`src/rtl/mult_product_accumulator.sv`:
```
`default_nettype none
// ============================================================================
// Module   : mult_product_accumulator
// Purpose  : Sums groups of ACC_LEN multiplier products into a widened
//            accumulator and presents each group on a valid/ready output.
// Revision : 1.0 - initial release
// ============================================================================
module mult_product_accumulator #(
  parameter int WIDTH1  = 8,
  parameter int WIDTH2  = 8,
  parameter int ACC_LEN = 16,
  parameter int GUARD   = 4,
  parameter int SAT     = 1
) (
  input  logic                             clk,
  input  logic                             rst_n,
  input  logic [WIDTH1+WIDTH2-1:0]         prod_i,
  input  logic                             prod_valid,
  output logic                             prod_ready,
  input  logic                             flush,
  output logic [WIDTH1+WIDTH2+GUARD-1:0]   acc_o,
  output logic                             acc_valid,
  input  logic                             acc_ready,
  output logic                             ovf_o,
  output logic [$clog2(ACC_LEN+1)-1:0]     cnt_o
);

  localparam int PW = WIDTH1 + WIDTH2;
  localparam int AW = PW + GUARD;
  localparam int CW = $clog2(ACC_LEN + 1);

  localparam logic [CW-1:0] c_last_idx = CW'(ACC_LEN - 1);
  localparam logic [AW-1:0] c_acc_max  = '1;

  typedef enum logic [0:0] {
    ACCUM = 1'b0,
    HOLD  = 1'b1
  } state_t;

  state_t        r_state, w_state_nxt;
  logic [AW-1:0] r_acc,   w_acc_nxt;
  logic [CW-1:0] r_cnt,   w_cnt_nxt;
  logic          r_ovf,   w_ovf_nxt;
  logic [AW:0]   w_sum;
  logic          w_accept;
  logic          w_complete;

  always_ff @(posedge clk) begin
    if (!rst_n) begin
      r_state <= ACCUM;
      r_acc   <= '0;
      r_cnt   <= '0;
      r_ovf   <= 1'b0;
    end else begin
      r_state <= w_state_nxt;
      r_acc   <= w_acc_nxt;
      r_cnt   <= w_cnt_nxt;
      r_ovf   <= w_ovf_nxt;
    end
  end

  always_comb begin
    w_state_nxt = r_state;
    w_acc_nxt   = r_acc;
    w_cnt_nxt   = r_cnt;
    w_ovf_nxt   = r_ovf;
    w_accept    = 1'b0;
    w_complete  = 1'b0;
    // One extra bit captures the carry that signals overflow.
    w_sum       = {1'b0, r_acc} + {{(AW+1-PW){1'b0}}, prod_i};

    case (r_state)
      ACCUM: begin
        w_accept = prod_valid;
        if (w_accept) begin
          w_cnt_nxt = r_cnt + CW'(1);
          if (w_sum[AW]) begin
            w_ovf_nxt = 1'b1;
            w_acc_nxt = (SAT != 0) ? c_acc_max : w_sum[AW-1:0];
          end else begin
            w_acc_nxt = w_sum[AW-1:0];
          end
        end
        w_complete = (w_accept && (r_cnt == c_last_idx)) ||
                     (flush && ((r_cnt != '0) || w_accept));
        if (w_complete) begin
          w_state_nxt = HOLD;
        end
      end
      HOLD: begin
        if (acc_ready) begin
          w_state_nxt = ACCUM;
          w_acc_nxt   = '0;
          w_cnt_nxt   = '0;
          w_ovf_nxt   = 1'b0;
        end
      end
      default: begin
        w_state_nxt = ACCUM;
      end
    endcase
  end

  assign prod_ready = (r_state == ACCUM);
  assign acc_valid  = (r_state == HOLD);
  assign acc_o      = r_acc;
  assign cnt_o      = r_cnt;
  assign ovf_o      = r_ovf;

endmodule
`default_nettype wire

```
`config.mk`:
```
export PLATFORM = sky130hd
export DESIGN_NAME = mult_product_accumulator
export DESIGN_NICKNAME = d
export VERILOG_FILES = /design/src/rtl/mult_product_accumulator.sv
export SDC_FILE = /design/constraint.sdc
export NUM_CORES = 1
export LEC_CHECK = 0
export CORE_ASPECT_RATIO = 0.7
export CORE_MARGIN = 8
export CORE_UTILIZATION = 53
export CTS_CLUSTER_SIZE = 16
export DETAILED_ROUTE_END_ITERATION = 10
export GPL_TIMING_DRIVEN = 1
export PLACE_DENSITY = 0.94
export SYNTH_ARGS = -nofsm -noshare
export SYNTH_HDL_FRONTEND = slang
export SYNTH_SLANG_ARGS = --single-unit
```
`constraint.sdc`:
```
create_clock -name clk -period 5.95 [get_ports clk]
set_input_delay 0.595 -clock clk [delete_from_list [all_inputs] [get_ports clk]]
set_output_delay 0.595 -clock clk [all_outputs]
set_load 0.02 [all_outputs]
```
Word-level counts from Yosys, hierarchy flattened
Cells that the tools add are included.
{"block": "totals", "ff_bits": 27, "input_bits": 21}
{"block": "op_classes", "n_addsub": 2, "n_reduce_logical": 7, "n_mux": 14, "n_eq_ne": 4, "bitwise_logic": 1}
{"op": "20-bit two-way mux", "n": 3}
{"op": "20-bit one-hot mux with 2 select lines", "n": 1}
{"op": "20-bit by 16-bit adder with 21-bit output", "n": 1}
{"op": "5-bit two-way mux", "n": 2}
{"op": "5-bit one-hot mux with 2 select lines", "n": 1}
{"op": "5-bit by 1-bit adder with 5-bit output (second input constant)", "n": 1}
{"op": "5-bit by 4-bit == test with 1-bit output (second input constant)", "n": 1}
{"op": "1-bit two-way mux", "n": 5}
{"op": "5-bit nonzero test", "n": 1}
{"op": "2-bit inequality test (second input constant)", "n": 2}
{"op": "1-bit one-hot mux with 2 select lines", "n": 2}
{"op": "3-bit AND reduction", "n": 1}
{"op": "1-bit logical AND", "n": 2}
{"op": "1-bit logical OR", "n": 2}
{"op": "2-bit by 1-bit inequality test with 1-bit output (second input constant)", "n": 1}
{"op": "2-bit AND reduction", "n": 1}
{"op": "1-bit inverter", "n": 1}

Longest topological paths before layout
Gate-level depths: netlist of run 1.
{"block": "depth", "depth_word": 6, "mapped_depth": 9, "mapped_depth_nobuf": 8}

Worst setup path before layout of run 1
OpenSTA, ideal clock, no wires.
{"block": "synth_timing", "path_kind": "input port to flip-flop", "startpoint": "input prod_i[0]", "endpoint": "register r_acc[14] (netlist: acc_o[14])", "n_path_buf": 0, "path_slack_ns": 3.467, "arrival_ns": 2.362, "stages": 8, "t_required_ns": 5.828, "cell_sequence": "ha_1 -> fa_1 -> a211oi_1 -> o211ai_2 -> a21boi_1 -> o31ai_2 -> mux2i_1 -> a221o_1"}
{"block": "synth_via", "elab_chain_len": 4}
{"element": "from (decl)", "line_no": "17", "source": "input logic [WIDTH1+WIDTH2-1:0] prod_i,"}
{"element": "20-bit by 16-bit adder with 21-bit output", "line_no": "70", "source": "w_sum = {1'b0, r_acc} + {{(AW+1-PW){1'b0}}, prod_i};"}
{"element": "20-bit two-way mux", "line_no": "77", "source": "if (w_sum[AW]) begin"}
{"element": "20-bit two-way mux", "line_no": "75", "source": "if (w_accept) begin"}
{"element": "20-bit one-hot mux with 2 select lines", "line_no": "72", "source": "case (r_state)"}
{"element": "to (signal assigned)", "line_no": "56", "source": "r_acc <= w_acc_nxt;"}
{"element": "to (decl)", "line_no": "41", "source": "logic [AW-1:0] r_acc, w_acc_nxt;"}
Every way passes these cells. The select of a mux whose other input is x is not followed.
A chain may end at the register's enable or synchronous reset.

Worst setup path after layout of run 1
Ends and elaborated chain as after synthesis.

==> metrics.txt, run 1 <==
# TYPE chip_impl_metric gauge
chip_impl_info{name="outcome",value="completed"} 1
chip_impl_metric{name="initialDrtViolationCount",unit=""} 136
chip_impl_metric{name="netlist_area",unit="sq um"} 1966
chip_impl_metric{name="asyncSetResetFlopFracSynth",unit=""} 0
chip_impl_info{name="setup_repair_after_global_routing_missed_its_margin",value="false"} 1
chip_impl_metric{name="synth_cells",unit=""} 243
chip_impl_info{name="synth_top_area_cell",value="sky130_fd_sc_hd__dfxtp_1"} 1
chip_impl_metric{name="first_pass_grt_wire_length",unit="microns"} 8983
chip_impl_info{name="critical-path-slowest-cell",value="sky130_fd_sc_hd__fa_1"} 1
chip_impl_metric{name="routed_via_density",unit=""} 5.773
chip_impl_metric{name="period_minus_slack",unit="ns"} 2.903
chip_impl_info{name="worst_hold_startpoint",value="acc_o[3]"} 1
chip_impl_info{name="timing.rr.start",value="acc_o[0]"} 1
chip_impl_metric{name="clkTransAtPathRegs",unit="ns"} 0.10
chip_impl_metric{name="clock_sinks",unit=""} 27
chip_impl_metric{name="placement.io_buffers",unit=""} 48
chip_impl_info{name="synth_top_cells_by_count",value="sky130_fd_sc_hd__nand2_1 (47), sky130_fd_sc_hd__dfxtp_1 (27), sky130_fd_sc_hd__ha_1 (19), sky130_fd_sc_hd__a21oi_1 (17), sky130_fd_sc_hd__o21ai_0 (14)"} 1
chip_impl_metric{name="slew_at_the_pin_closest_to_its_max_slew_limit",unit="ns"} 0.7136
chip_impl_info{name="timing.hold.worst.class",value="register to register"} 1
chip_impl_metric{name="drt_pass1_iterations",unit=""} 8
chip_impl_metric{name="finalSetupViolCount",unit=""} 0
chip_impl_metric{name="layout.cells.non_filler",unit=""} 339
chip_impl_info{name="endpoint_kind",value="register"} 1
chip_impl_metric{name="placementRows",unit=""} 18
chip_impl_metric{name="floorplan.die_area",unit="sq um"} 5944
chip_impl_metric{name="count_of_maximum_capacitance_violations",unit=""} 0
chip_impl_metric{name="cts.repair.resized",unit=""} 0
chip_impl_metric{name="ys_seq_area_frac",unit=""} 0.2750
chip_impl_metric{name="cts.repair_timing.setup_buffer_count",unit=""} 0
chip_impl_metric{name="cts_stage_hold_buffer_count",unit=""} 0
chip_impl_metric{name="antenna_violations_before_repair",unit=""} 0
chip_impl_metric{name="die_height",unit="microns"} 66.95
chip_impl_info{name="startpoint_types",value="input port"} 1
chip_impl_metric{name="wirelength",unit="microns"} 5295
chip_impl_metric{name="clock_insertion_delay_worst_skew",unit="ns"} 0.28
chip_impl_metric{name="fp.dieW",unit="microns"} 88.79
chip_impl_metric{name="power_density",unit="nW/um^2"} 230.5
chip_impl_metric{name="reg2reg_depth",unit=""} 8
chip_impl_metric{name="min_path_cells",unit=""} 2
chip_impl_metric{name="design.portCount",unit=""} 49
chip_impl_metric{name="final-hold-violation-count",unit=""} 0
chip_impl_metric{name="max_slew_margin",unit=""} 0.5243
chip_impl_metric{name="timing.setup.tns",unit="ns"} 0
chip_impl_info{name="synthFlopType",value="sky130_fd_sc_hd__dfxtp_1"} 1
chip_impl_info{name="crit_path_cell_trace",value="clkdlybuf4s50_1 -> ha_1 -> fa_1 -> a211oi_1 -> o211ai_2 -> a21boi_1 -> o31ai_2 -> mux2i_1 -> a221o_1"} 1
chip_impl_metric{name="floorplan.core_area",unit="sq um"} 3536
chip_impl_metric{name="gr-usage-all-layers",unit=""} 0.1845
chip_impl_metric{name="htree_levels",unit=""} 1
chip_impl_metric{name="routabilityCongestion",unit=""} 0.9075
chip_impl_info{name="min_to",value="acc_o[3]"} 1
chip_impl_info{name="cts.root.buffer_cell",value="sky130_fd_sc_hd__clkbuf_8"} 1
chip_impl_metric{name="antenna-diode-count",unit=""} 0
chip_impl_metric{name="finClkSkew",unit="ns"} 0.007834
chip_impl_metric{name="final-max-slew-violation-count",unit=""} 0
chip_impl_metric{name="synth-edff-count",unit=""} 0
chip_impl_metric{name="timing.hold.ws",unit="ns"} 0.4625
chip_impl_metric{name="number_of_distinct_library_cells_after_synthesis",unit=""} 48
chip_impl_metric{name="drc",unit=""} 0
chip_impl_metric{name="post_drt_wl_per_cell",unit="microns"} 15.62
chip_impl_metric{name="synth_fp_nets",unit=""} 284
chip_impl_metric{name="final.period_utilization",unit=""} 0.4879
chip_impl_metric{name="synth.avg_cell_area",unit="sq um"} 8.089
chip_impl_metric{name="grt_pass1_vias",unit=""} 1947
chip_impl_info{name="rr_endpoint",value="acc_o[14]"} 1
chip_impl_metric{name="critPathMaxFanout",unit=""} 3
chip_impl_metric{name="cts-root-to-sink-buffers",unit=""} 2
chip_impl_metric{name="fmax",unit="MHz"} 344.5
chip_impl_metric{name="yosysWarningCount",unit=""} 0
chip_impl_metric{name="dpl.cell_count",unit=""} 335
chip_impl_metric{name="layout_cell_share_with_drive_strength_beyond_1",unit=""} 0.05536
chip_impl_metric{name="utilization_after_layout",unit=""} 0.7130
chip_impl_metric{name="area_delta_synth_final",unit="%"} 28.26
chip_impl_metric{name="p_leak",unit="uW"} 0.001016
chip_impl_metric{name="hpwlAfterDp",unit="microns"} 3988
chip_impl_metric{name="worstPathRequired",unit="ns"} 6.12
chip_impl_metric{name="synth_top_area_share",unit=""} 0.2750
chip_impl_info{name="synthMostInstantiatedCell",value="sky130_fd_sc_hd__nand2_1"} 1
chip_impl_metric{name="ant_nets",unit=""} 0
chip_impl_metric{name="irDropWorstVdd",unit="mV"} 0.1517
chip_impl_info{name="post_synth_main_area_contributors",value="sky130_fd_sc_hd__dfxtp_1 (27%), sky130_fd_sc_hd__ha_1 (12%), sky130_fd_sc_hd__nand2_1 (9.0%)"} 1
chip_impl_info{name="tritoncts",value="done"} 1
chip_impl_metric{name="globalRoute.totalOverflow",unit=""} 0
chip_impl_metric{name="ff2ff_setup_slack",unit="ns"} 3.44
chip_impl_info{name="worstSetupPathType",value="input port to register"} 1
chip_impl_metric{name="number_of_cts_inserted_buffers",unit=""} 3
chip_impl_metric{name="nNetsFinal",unit=""} 331
chip_impl_metric{name="grt_start_max_net_pins",unit=""} 22
chip_impl_metric{name="synth.ff_latch_count",unit=""} 27
chip_impl_metric{name="worst-endpoint-arrival",unit="ns"} 3.08
chip_impl_metric{name="via_count",unit=""} 1957
chip_impl_metric{name="floorplan.initialDensity",unit=""} 0.5559
chip_impl_metric{name="cpPeakStageDelay",unit="ns"} 0.44
## layout make-up
type / count / area, sq um
clock buffers: 4 / 45.04
inverters: 12 / 45.04
repair buffers: 48 / 480.5
multi-input cells: 198 / 1348
fillers: 288 / 1015
well taps: 50 / 62.56
flip-flops and latches: 27 / 540.5
## layer usage
metal | track usage | wire [microns] | vias up
li1 | - | - | 969
met1 | 0.2421 | 2387 | 889
met2 | 0.3014 | 2432 | 93
met3 | 0.03808 | 424 | 6
met5 | 0 | 0 | -
met4 | 0.03983 | 51 | 0
## report_power, final
part           total, uW  switching (uW)  internal (uW)
sequential           213            15.8            198
clock                107            59.0           48.1
combinational        261             145            116
total                581             220            361
## critical path: cells and delay by family
kind	cells	cell delay, ns
compound gates	5	1.26
mux	1	0.13
fa+ha+maj	2	0.69
buf+inv	1	0.40
## cells in the final DEF, fill, tap and decap left out, drive strengths merged, types with 5 or more instances in the layout
cell type / count
xor2: 5
xnor2: 9
and2: 5
dfxtp: 27
a21oi: 20
nor2: 8
clkdlybuf4s50: 48
ha: 19
inv: 12
a31oi: 5
nand2: 47
o21ai: 26
## worst max-delay path by stage
| stage | from | end | slack (ns) | cells past startpoint |
|---|---|---|---|---|
| 6_report | prod_i[0] | acc_o[14] | 3.05 | 9 |
| 5_1_grt | prod_i[0] | acc_o[14] | 2.98 | 9 |
| 4_1_cts | prod_i[0] | acc_o[14] | 3.08 | 9 |
| 3_5_place_dp | prod_i[0] | acc_o[14] | 2.82 | 9 |
| 3_3_place_gp | prod_i[0] | acc_o[14] | 2.93 | 9 |
| 2_1_floorplan | prod_i[0] | acc_o[14] | 3.47 | 8 |
## through the flow
stage / setup WS (ns) / cell area, sq um / total power, uW
after floorplan: 3.467 / 1966 / 389.9
final: 3.047 / 2521 / 581.3
after CTS: 3.080 / 2521 / 580.5
after global routing: 2.982 / 2521 / 615.2
after global placement: 2.926 / 2476 / 466.2
after detailed placement: 2.824 / 2476 / 472.8
## state kept, by name (all words and copies together) (netlist names)
name and cells:
ovf_o 1, cnt_o 5, acc_valid 1, acc_o 20
## kinds of logic (layout without fill, tap and decap cells)
kind of cell / Yosys count / count (layout) / share of synthesized area
compound gates: 86 / 86 / 0.3094
xor+xnor: 14 / 14 / 0.06238
fa+ha+maj: 20 / 20 / 0.1311
buf+inv: 18 / 64 / 0.03946
flops: 27 / 27 / 0.2750
mux: 2 / 2 / 0.01019
simple gates: 76 / 76 / 0.1725
No activity file was read; power rests on OpenSTA's default activity.
==> run 2: changes to the inputs <==
--- a/config.mk
+++ b/config.mk
@@ -7,11 +7,11 @@
 export LEC_CHECK = 0
 export CORE_ASPECT_RATIO = 0.7
 export CORE_MARGIN = 8
-export CORE_UTILIZATION = 53
+export CORE_UTILIZATION = 49
 export CTS_CLUSTER_SIZE = 16
 export DETAILED_ROUTE_END_ITERATION = 10
 export GPL_TIMING_DRIVEN = 1
-export PLACE_DENSITY = 0.94
+export PLACE_DENSITY = 0.89
 export SYNTH_ARGS = -nofsm -noshare
 export SYNTH_HDL_FRONTEND = slang
 export SYNTH_SLANG_ARGS = --single-unit
==> constraint.sdc (replaced) <==
create_clock -name clk -period 2.9 [get_ports clk]
set_input_delay 0.29 -clock clk [delete_from_list [all_inputs] [get_ports clk]]
set_output_delay 0.29 -clock clk [all_outputs]
set_load 0.02 [all_outputs]
==> metrics.txt, run 2 (synthesized netlist as in run 1, its figures left out) <==
# TYPE chip_impl_metric gauge
chip_impl_metric{name="hpwlAfterDp",unit="microns"} 4190
chip_impl_metric{name="clock_insertion_delay_worst_skew",unit="ns"} 0.29
chip_impl_metric{name="final.period_utilization",unit=""} 0.8717
chip_impl_metric{name="power.share.combinational",unit=""} 0.449
chip_impl_info{name="maxUsedRoutingLayer",value="met4"} 1
chip_impl_metric{name="clkTransAtPathRegs",unit="ns"} 0.10
chip_impl_metric{name="nNetsFinal",unit=""} 332
chip_impl_metric{name="largest_reg_flops",unit=""} 20
chip_impl_info{name="most-common-layout-cells",value="sky130_fd_sc_hd__clkdlybuf4s50_1 (48), sky130_fd_sc_hd__nand2_1 (47), sky130_fd_sc_hd__dfxtp_1 (27), sky130_fd_sc_hd__ha_1 (19), sky130_fd_sc_hd__a21oi_1 (17)"} 1
chip_impl_metric{name="drt_pass1_iterations",unit=""} 4
chip_impl_metric{name="period_minus_slack",unit="ns"} 2.528
chip_impl_info{name="setup_repair_after_global_routing_missed_its_margin",value="false"} 1
chip_impl_info{name="worstSetupPathType",value="input port to register"} 1
chip_impl_metric{name="cts-root-to-sink-buffers",unit=""} 2
chip_impl_metric{name="design.portCount",unit=""} 49
chip_impl_metric{name="seq_power_share",unit=""} 0.365
chip_impl_metric{name="count_of_maximum_capacitance_violations",unit=""} 0
chip_impl_metric{name="antenna_violations_before_repair",unit=""} 0
chip_impl_metric{name="final-max-slew-violation-count",unit=""} 0
chip_impl_metric{name="routed_via_density",unit=""} 5.728
chip_impl_metric{name="globalRoute.totalOverflow",unit=""} 0
chip_impl_metric{name="gr-usage-all-layers",unit=""} 0.1657
chip_impl_metric{name="wirelength_met1",unit="microns"} 2391
chip_impl_metric{name="floorplan.initialDensity",unit=""} 0.5073
chip_impl_metric{name="first_pass_grt_wire_length",unit="microns"} 8618
chip_impl_metric{name="post_drt_wl_per_cell",unit="microns"} 15.36
chip_impl_metric{name="placement.io_buffers",unit=""} 48
chip_impl_metric{name="critPathMaxFanout",unit=""} 3
chip_impl_metric{name="worst-endpoint-arrival",unit="ns"} 2.71
chip_impl_metric{name="placementRows",unit=""} 19
chip_impl_metric{name="p_leak",unit="uW"} 0.001021
chip_impl_metric{name="switchingPower",unit="uW"} 454.2
chip_impl_metric{name="netSwitchingFraction",unit=""} 0.3793
chip_impl_metric{name="drc",unit=""} 0
chip_impl_info{name="endpoint_kind",value="register"} 1
chip_impl_metric{name="clock_sinks",unit=""} 27
chip_impl_metric{name="route.met3.wl",unit="microns"} 427
chip_impl_info{name="tritoncts",value="done"} 1
chip_impl_metric{name="initialDrtViolationCount",unit=""} 130
chip_impl_metric{name="worstPathRequired",unit="ns"} 3.08
chip_impl_metric{name="floorplan.core_area",unit="sq um"} 3875
chip_impl_metric{name="antenna-diode-count",unit=""} 0
chip_impl_metric{name="wirelength",unit="microns"} 5252
chip_impl_metric{name="via_count",unit=""} 1959
chip_impl_metric{name="final-hold-violation-count",unit=""} 0
chip_impl_metric{name="power.internal",unit="uW"} 743.3
chip_impl_metric{name="detailroute.wirelength.met2",unit="microns"} 2372
chip_impl_metric{name="timing.hold.ws",unit="ns"} 0.4602
chip_impl_metric{name="fp.dieW",unit="microns"} 91.70
chip_impl_metric{name="fraction_of_power_consumed_by_the_clock_network",unit=""} 0.186
chip_impl_metric{name="grt_start_max_net_pins",unit=""} 22
chip_impl_metric{name="number_of_cts_inserted_buffers",unit=""} 3
chip_impl_metric{name="floorplan.die_area",unit="sq um"} 6326
chip_impl_info{name="cts.root.buffer_cell",value="sky130_fd_sc_hd__clkbuf_8"} 1
chip_impl_metric{name="area_delta_synth_final",unit="%"} 28.77
chip_impl_info{name="outcome",value="completed"} 1
chip_impl_info{name="timing.hold.worst.class",value="register to register"} 1
chip_impl_metric{name="fmax",unit="MHz"} 395.6
chip_impl_info{name="layout.cells.most_common",value="sky130_fd_sc_hd__clkdlybuf4s50_1"} 1
chip_impl_metric{name="slew_at_the_pin_closest_to_its_max_slew_limit",unit="ns"} 0.6767
chip_impl_metric{name="die_height",unit="microns"} 68.99
chip_impl_metric{name="cts.repair_timing.setup_buffer_count",unit=""} 0
chip_impl_metric{name="layout_cell_share_with_drive_strength_beyond_1",unit=""} 0.05862
chip_impl_metric{name="timing.setup.tns",unit="ns"} 0
chip_impl_metric{name="max_slew_margin",unit=""} 0.5489
chip_impl_metric{name="cts_stage_hold_buffer_count",unit=""} 0
chip_impl_metric{name="grt_pass1_vias",unit=""} 1846
chip_impl_metric{name="finClkSkew",unit="ns"} 0.01150
chip_impl_metric{name="irDropWorstVdd",unit="mV"} 0.2535
chip_impl_metric{name="power_density",unit="nW/um^2"} 473.1
chip_impl_metric{name="ant_nets",unit=""} 0
chip_impl_metric{name="finalSetupViolCount",unit=""} 0
chip_impl_info{name="startpoint_types",value="input port"} 1
chip_impl_metric{name="cts.repair.resized",unit=""} 0
chip_impl_metric{name="routabilityCongestion",unit=""} 0.8931
chip_impl_metric{name="htree_levels",unit=""} 1
run 2: changes by cell type in the layout (fill, tap and decap cells not counted), sizes merged:
cell / before / now
buf: 0 / 1
run 2: area by class of cell:
type	instances	area [sq um]
multi-input combinational	198	1348
fill	321	1344
sequential	27	540.5
timing repair buffer	49	488.0
tap	52	65.06
clock buffer	4	45.04
inverter	12	45.04
run 2: per-stage QoR:
step | cells | utilization | total power [uW] | instance area [sq um] | setup slack, ns
2_1_floorplan | 243 | - | 799.9 | 1966 | 0.6203
3_3_place_gp | 338 | 0.6416 | 964.5 | 2486 | 0.1996
3_5_place_dp | 338 | 0.6416 | 975.6 | 2486 | 0.09243
4_1_cts | 342 | 0.6532 | 1196 | 2531 | 0.3845
5_1_grt | 342 | 0.6532 | 1268 | 2531 | 0.2712
6_report | 342 | 0.6532 | 1197 | 2531 | 0.3721
run 2: worst paths after layout:
kind,start,endpoint,slack [ns],depth (start not counted)
worst max register to register,acc_o[0],acc_o[14],0.45,8
worst min register to register,acc_o[3],acc_o[3],0.46,2
worst max-delay path,prod_i[0],acc_o[14],0.37,9
worst min-delay path,acc_o[3],acc_o[3],0.46,2
run 2: worst max-delay path: stages:
cell and delay (ns):
sky130_fd_sc_hd__clkdlybuf4s50_1 0.40, sky130_fd_sc_hd__ha_1 0.24, sky130_fd_sc_hd__fa_1 0.43, sky130_fd_sc_hd__a211oi_1 0.40, sky130_fd_sc_hd__o211ai_2 0.14, sky130_fd_sc_hd__a21boi_1 0.31
sky130_fd_sc_hd__o31ai_2 0.11, sky130_fd_sc_hd__mux2i_1 0.13, sky130_fd_sc_hd__a221o_1 0.26
run 2: power by group through the flow:
stage | Combinational [uW] | Sequential [uW] | Clock (uW)
global placement | 520 | 444 | 0
floorplan | 317 | 483 | 0
finish | 537 | 437 | 223
CTS | 534 | 437 | 224
global route | 581 | 443 | 244
detailed placement | 530 | 446 | 0
run 2: per-layer routing:
metal | vias up | global-route usage
li1 | 974 | -
met1 | 894 | 0.2123
met2 | 82 | 0.2692
met3 | 9 | 0.04216
met4 | 0 | 0.05788
met5 | - | 0
==> run 3: changes to the inputs <==
==> constraint.sdc (replaced) <==
create_clock -name clk -period 2.8 [get_ports clk]
set_input_delay 0.28 -clock clk [delete_from_list [all_inputs] [get_ports clk]]
set_output_delay 0.28 -clock clk [all_outputs]
set_load 0.005 [all_outputs]
==> metrics.txt, run 3 (synthesized netlist as in run 1, its figures left out) <==
# TYPE chip_impl_metric gauge
chip_impl_metric{name="clock_insertion_delay_worst_skew",unit="ns"} 0.28
chip_impl_info{name="crit_path_cell_trace",value="clkdlybuf4s50_1 -> ha_1 -> fa_1 -> a211oi_1 -> o211ai_2 -> a21boi_1 -> o31ai_2 -> mux2i_1 -> a221o_1"} 1
chip_impl_info{name="worstSetupPathType",value="input port to register"} 1
chip_impl_metric{name="max_slew_margin",unit=""} 0.5249
chip_impl_metric{name="fmax",unit="MHz"} 396.3
chip_impl_metric{name="final.period_utilization",unit=""} 0.9013
chip_impl_metric{name="cts-root-to-sink-buffers",unit=""} 2
chip_impl_metric{name="grt_start_max_net_pins",unit=""} 22
chip_impl_info{name="outcome",value="completed"} 1
chip_impl_info{name="layout.cells.most_common",value="sky130_fd_sc_hd__clkdlybuf4s50_1"} 1
chip_impl_metric{name="placementRows",unit=""} 19
chip_impl_metric{name="drc",unit=""} 0
chip_impl_metric{name="timing.setup.tns",unit="ns"} 0
chip_impl_metric{name="nNetsFinal",unit=""} 333
chip_impl_metric{name="multi_input_comb_area",unit="sq um"} 1348
chip_impl_info{name="startpoint_types",value="input port"} 1
chip_impl_metric{name="clkTransAtPathRegs",unit="ns"} 0.10
chip_impl_metric{name="fp.dieW",unit="microns"} 91.70
chip_impl_metric{name="placement.io_buffers",unit=""} 48
chip_impl_metric{name="gr-usage-all-layers",unit=""} 0.1690
chip_impl_info{name="critical_path.top_delay_family",value="compound AO/OA/AOI/OAI gates"} 1
chip_impl_metric{name="wirelength_met1",unit="microns"} 2544
chip_impl_metric{name="filler_cell_count",unit=""} 334
chip_impl_info{name="endpoint_kind",value="register"} 1
chip_impl_metric{name="clock_sinks",unit=""} 27
chip_impl_metric{name="area_delta_synth_final",unit="%"} 29.15
chip_impl_metric{name="reg2reg_depth",unit=""} 8
chip_impl_metric{name="irDropWorstVdd",unit="mV"} 0.2402
chip_impl_metric{name="detailroute.wirelength.met2",unit="microns"} 2322
chip_impl_metric{name="design.portCount",unit=""} 49
chip_impl_info{name="timing.rr.start",value="acc_o[0]"} 1
chip_impl_metric{name="antenna_violations_before_repair",unit=""} 0
chip_impl_metric{name="cts.repair.resized",unit=""} 0
chip_impl_metric{name="final-hold-violation-count",unit=""} 0
chip_impl_metric{name="power_density",unit="nW/um^2"} 471.5
chip_impl_metric{name="finalSetupViolCount",unit=""} 0
chip_impl_metric{name="via_count",unit=""} 1982
chip_impl_info{name="maxUsedRoutingLayer",value="met4"} 1
chip_impl_metric{name="grt_pass1_vias",unit=""} 1858
chip_impl_metric{name="number_of_cts_inserted_buffers",unit=""} 3
chip_impl_info{name="worst_hold_startpoint",value="acc_o[4]"} 1
chip_impl_metric{name="p_leak",unit="uW"} 0.001025
chip_impl_metric{name="antenna-diode-count",unit=""} 0
chip_impl_metric{name="cts.repair_timing.setup_buffer_count",unit=""} 0
chip_impl_metric{name="routabilityCongestion",unit=""} 0.8711
chip_impl_metric{name="ant_nets",unit=""} 0
chip_impl_metric{name="ff2ff_setup_slack",unit="ns"} 0.37
chip_impl_metric{name="critPathMaxFanout",unit=""} 3
chip_impl_metric{name="hpwlAfterDp",unit="microns"} 4181
chip_impl_info{name="cts.root.buffer_cell",value="sky130_fd_sc_hd__clkbuf_8"} 1
chip_impl_metric{name="worstPathRequired",unit="ns"} 2.98
chip_impl_metric{name="htree_levels",unit=""} 1
chip_impl_metric{name="cp_num_buf_inv",unit=""} 1
chip_impl_info{name="setup_repair_after_global_routing_missed_its_margin",value="false"} 1
chip_impl_metric{name="wirelength",unit="microns"} 5271
chip_impl_metric{name="globalRoute.totalOverflow",unit=""} 0
chip_impl_info{name="tritoncts",value="done"} 1
chip_impl_metric{name="routed_via_density",unit=""} 5.778
chip_impl_metric{name="floorplan.core_area",unit="sq um"} 3875
chip_impl_metric{name="utilization_after_layout",unit=""} 0.6552
chip_impl_metric{name="min_path_cells",unit=""} 2
chip_impl_metric{name="finClkSkew",unit="ns"} 0.01320
chip_impl_metric{name="final-max-slew-violation-count",unit=""} 0
chip_impl_metric{name="period_minus_slack",unit="ns"} 2.524
chip_impl_metric{name="sequential_cell_area",unit="sq um"} 540.5
chip_impl_metric{name="slew_at_the_pin_closest_to_its_max_slew_limit",unit="ns"} 0.7127
chip_impl_metric{name="count_of_maximum_capacitance_violations",unit=""} 0
chip_impl_metric{name="floorplan.die_area",unit="sq um"} 6326
chip_impl_metric{name="postLayoutCellArea",unit="sq um"} 2539
chip_impl_metric{name="die_height",unit="microns"} 68.99
chip_impl_metric{name="dpl-instance-area",unit="sq um"} 2494
chip_impl_metric{name="initialDrtViolationCount",unit=""} 121
chip_impl_info{name="most-common-layout-cells",value="sky130_fd_sc_hd__clkdlybuf4s50_1 (48), sky130_fd_sc_hd__nand2_1 (47), sky130_fd_sc_hd__dfxtp_1 (27), sky130_fd_sc_hd__ha_1 (19), sky130_fd_sc_hd__a21oi_1 (17)"} 1
chip_impl_info{name="min_to",value="acc_o[4]"} 1
chip_impl_metric{name="cts_stage_hold_buffer_count",unit=""} 0
chip_impl_metric{name="timing.hold.ws",unit="ns"} 0.4647
chip_impl_info{name="critical-path-slowest-cell",value="sky130_fd_sc_hd__fa_1"} 1
chip_impl_metric{name="worst-endpoint-arrival",unit="ns"} 2.70
chip_impl_metric{name="layout_cell_share_with_drive_strength_beyond_1",unit=""} 0.06186
chip_impl_metric{name="drt_pass1_iterations",unit=""} 4
chip_impl_metric{name="route.met3.wl",unit="microns"} 369
chip_impl_metric{name="first_pass_grt_wire_length",unit="microns"} 8852
chip_impl_metric{name="post_drt_wl_per_cell",unit="microns"} 15.37
chip_impl_metric{name="cpPeakStageDelay",unit="ns"} 0.43
chip_impl_metric{name="floorplan.initialDensity",unit=""} 0.5073
chip_impl_metric{name="largest_reg_flops",unit=""} 20
chip_impl_info{name="timing.hold.worst.class",value="register to register"} 1
chip_impl_info{name="rr_endpoint",value="acc_o[14]"} 1
==> run 3: cell types whose count changed in the layout (fill, tap and decap cells not counted) <==
cell,change
sky130_fd_sc_hd__buf_4,+1
==> run 3: routing by layer <==
| metal | up-vias | global-route usage |
|---|---|---|
| met2 | 57 | 0.2818 |
| li1 | 979 | - |
| met5 | - | 0 |
| met4 | 0 | 0.03992 |
| met1 | 941 | 0.2245 |
| met3 | 5 | 0.03135 |
==> run 3: through the flow <==
stage	power [uW]	instances	setup WS, ns
2_1_floorplan	787.2	243	0.6005
3_3_place_gp	959.8	339	0.1050
3_5_place_dp	972.0	339	-0.001777
4_1_cts	1198	343	0.2896
5_1_grt	1280	343	0.1688
6_report	1197	343	0.2765
==> run 3: report_power, final <==
group | total, uW | switching [uW] | internal (uW)
Sequential | 453 | 33.4 | 420
Combinational | 518 | 269 | 249
Clock | 226 | 123 | 102
Total | 1200 | 426 | 771
==> run 3: cell type report <==
cell class              count  share of cell area
clock buffers               4             0.01774
inverters                  12             0.01774
multi-input cells         198              0.5308
flip-flops and latches     27              0.2129
well taps                  52             0.02563
repair buffers             50              0.1952
==> run 3: worst max path at each step <==
stage                         start         to  slack, ns  depth (start not counted)
after floorplan            acc_o[0]  acc_o[14]       0.60                          8
after global placement    prod_i[0]  acc_o[14]       0.11                          9
after detailed placement  prod_i[0]  acc_o[14]     -0.002                          9
after CTS                 prod_i[0]  acc_o[14]       0.29                          9
after global routing      prod_i[0]  acc_o[12]       0.17                          9
final                     prod_i[0]  acc_o[14]       0.28                          9
==> run 3: worst reg2reg max path: stages (launching register included) <==
cell	delay, ns
sky130_fd_sc_hd__dfxtp_1	0.34
sky130_fd_sc_hd__ha_1	0.22
sky130_fd_sc_hd__fa_1	0.43
sky130_fd_sc_hd__a211oi_1	0.38
sky130_fd_sc_hd__o211ai_2	0.12
sky130_fd_sc_hd__a21boi_1	0.33
sky130_fd_sc_hd__o31ai_2	0.11
sky130_fd_sc_hd__mux2i_1	0.13
sky130_fd_sc_hd__a221o_1	0.27
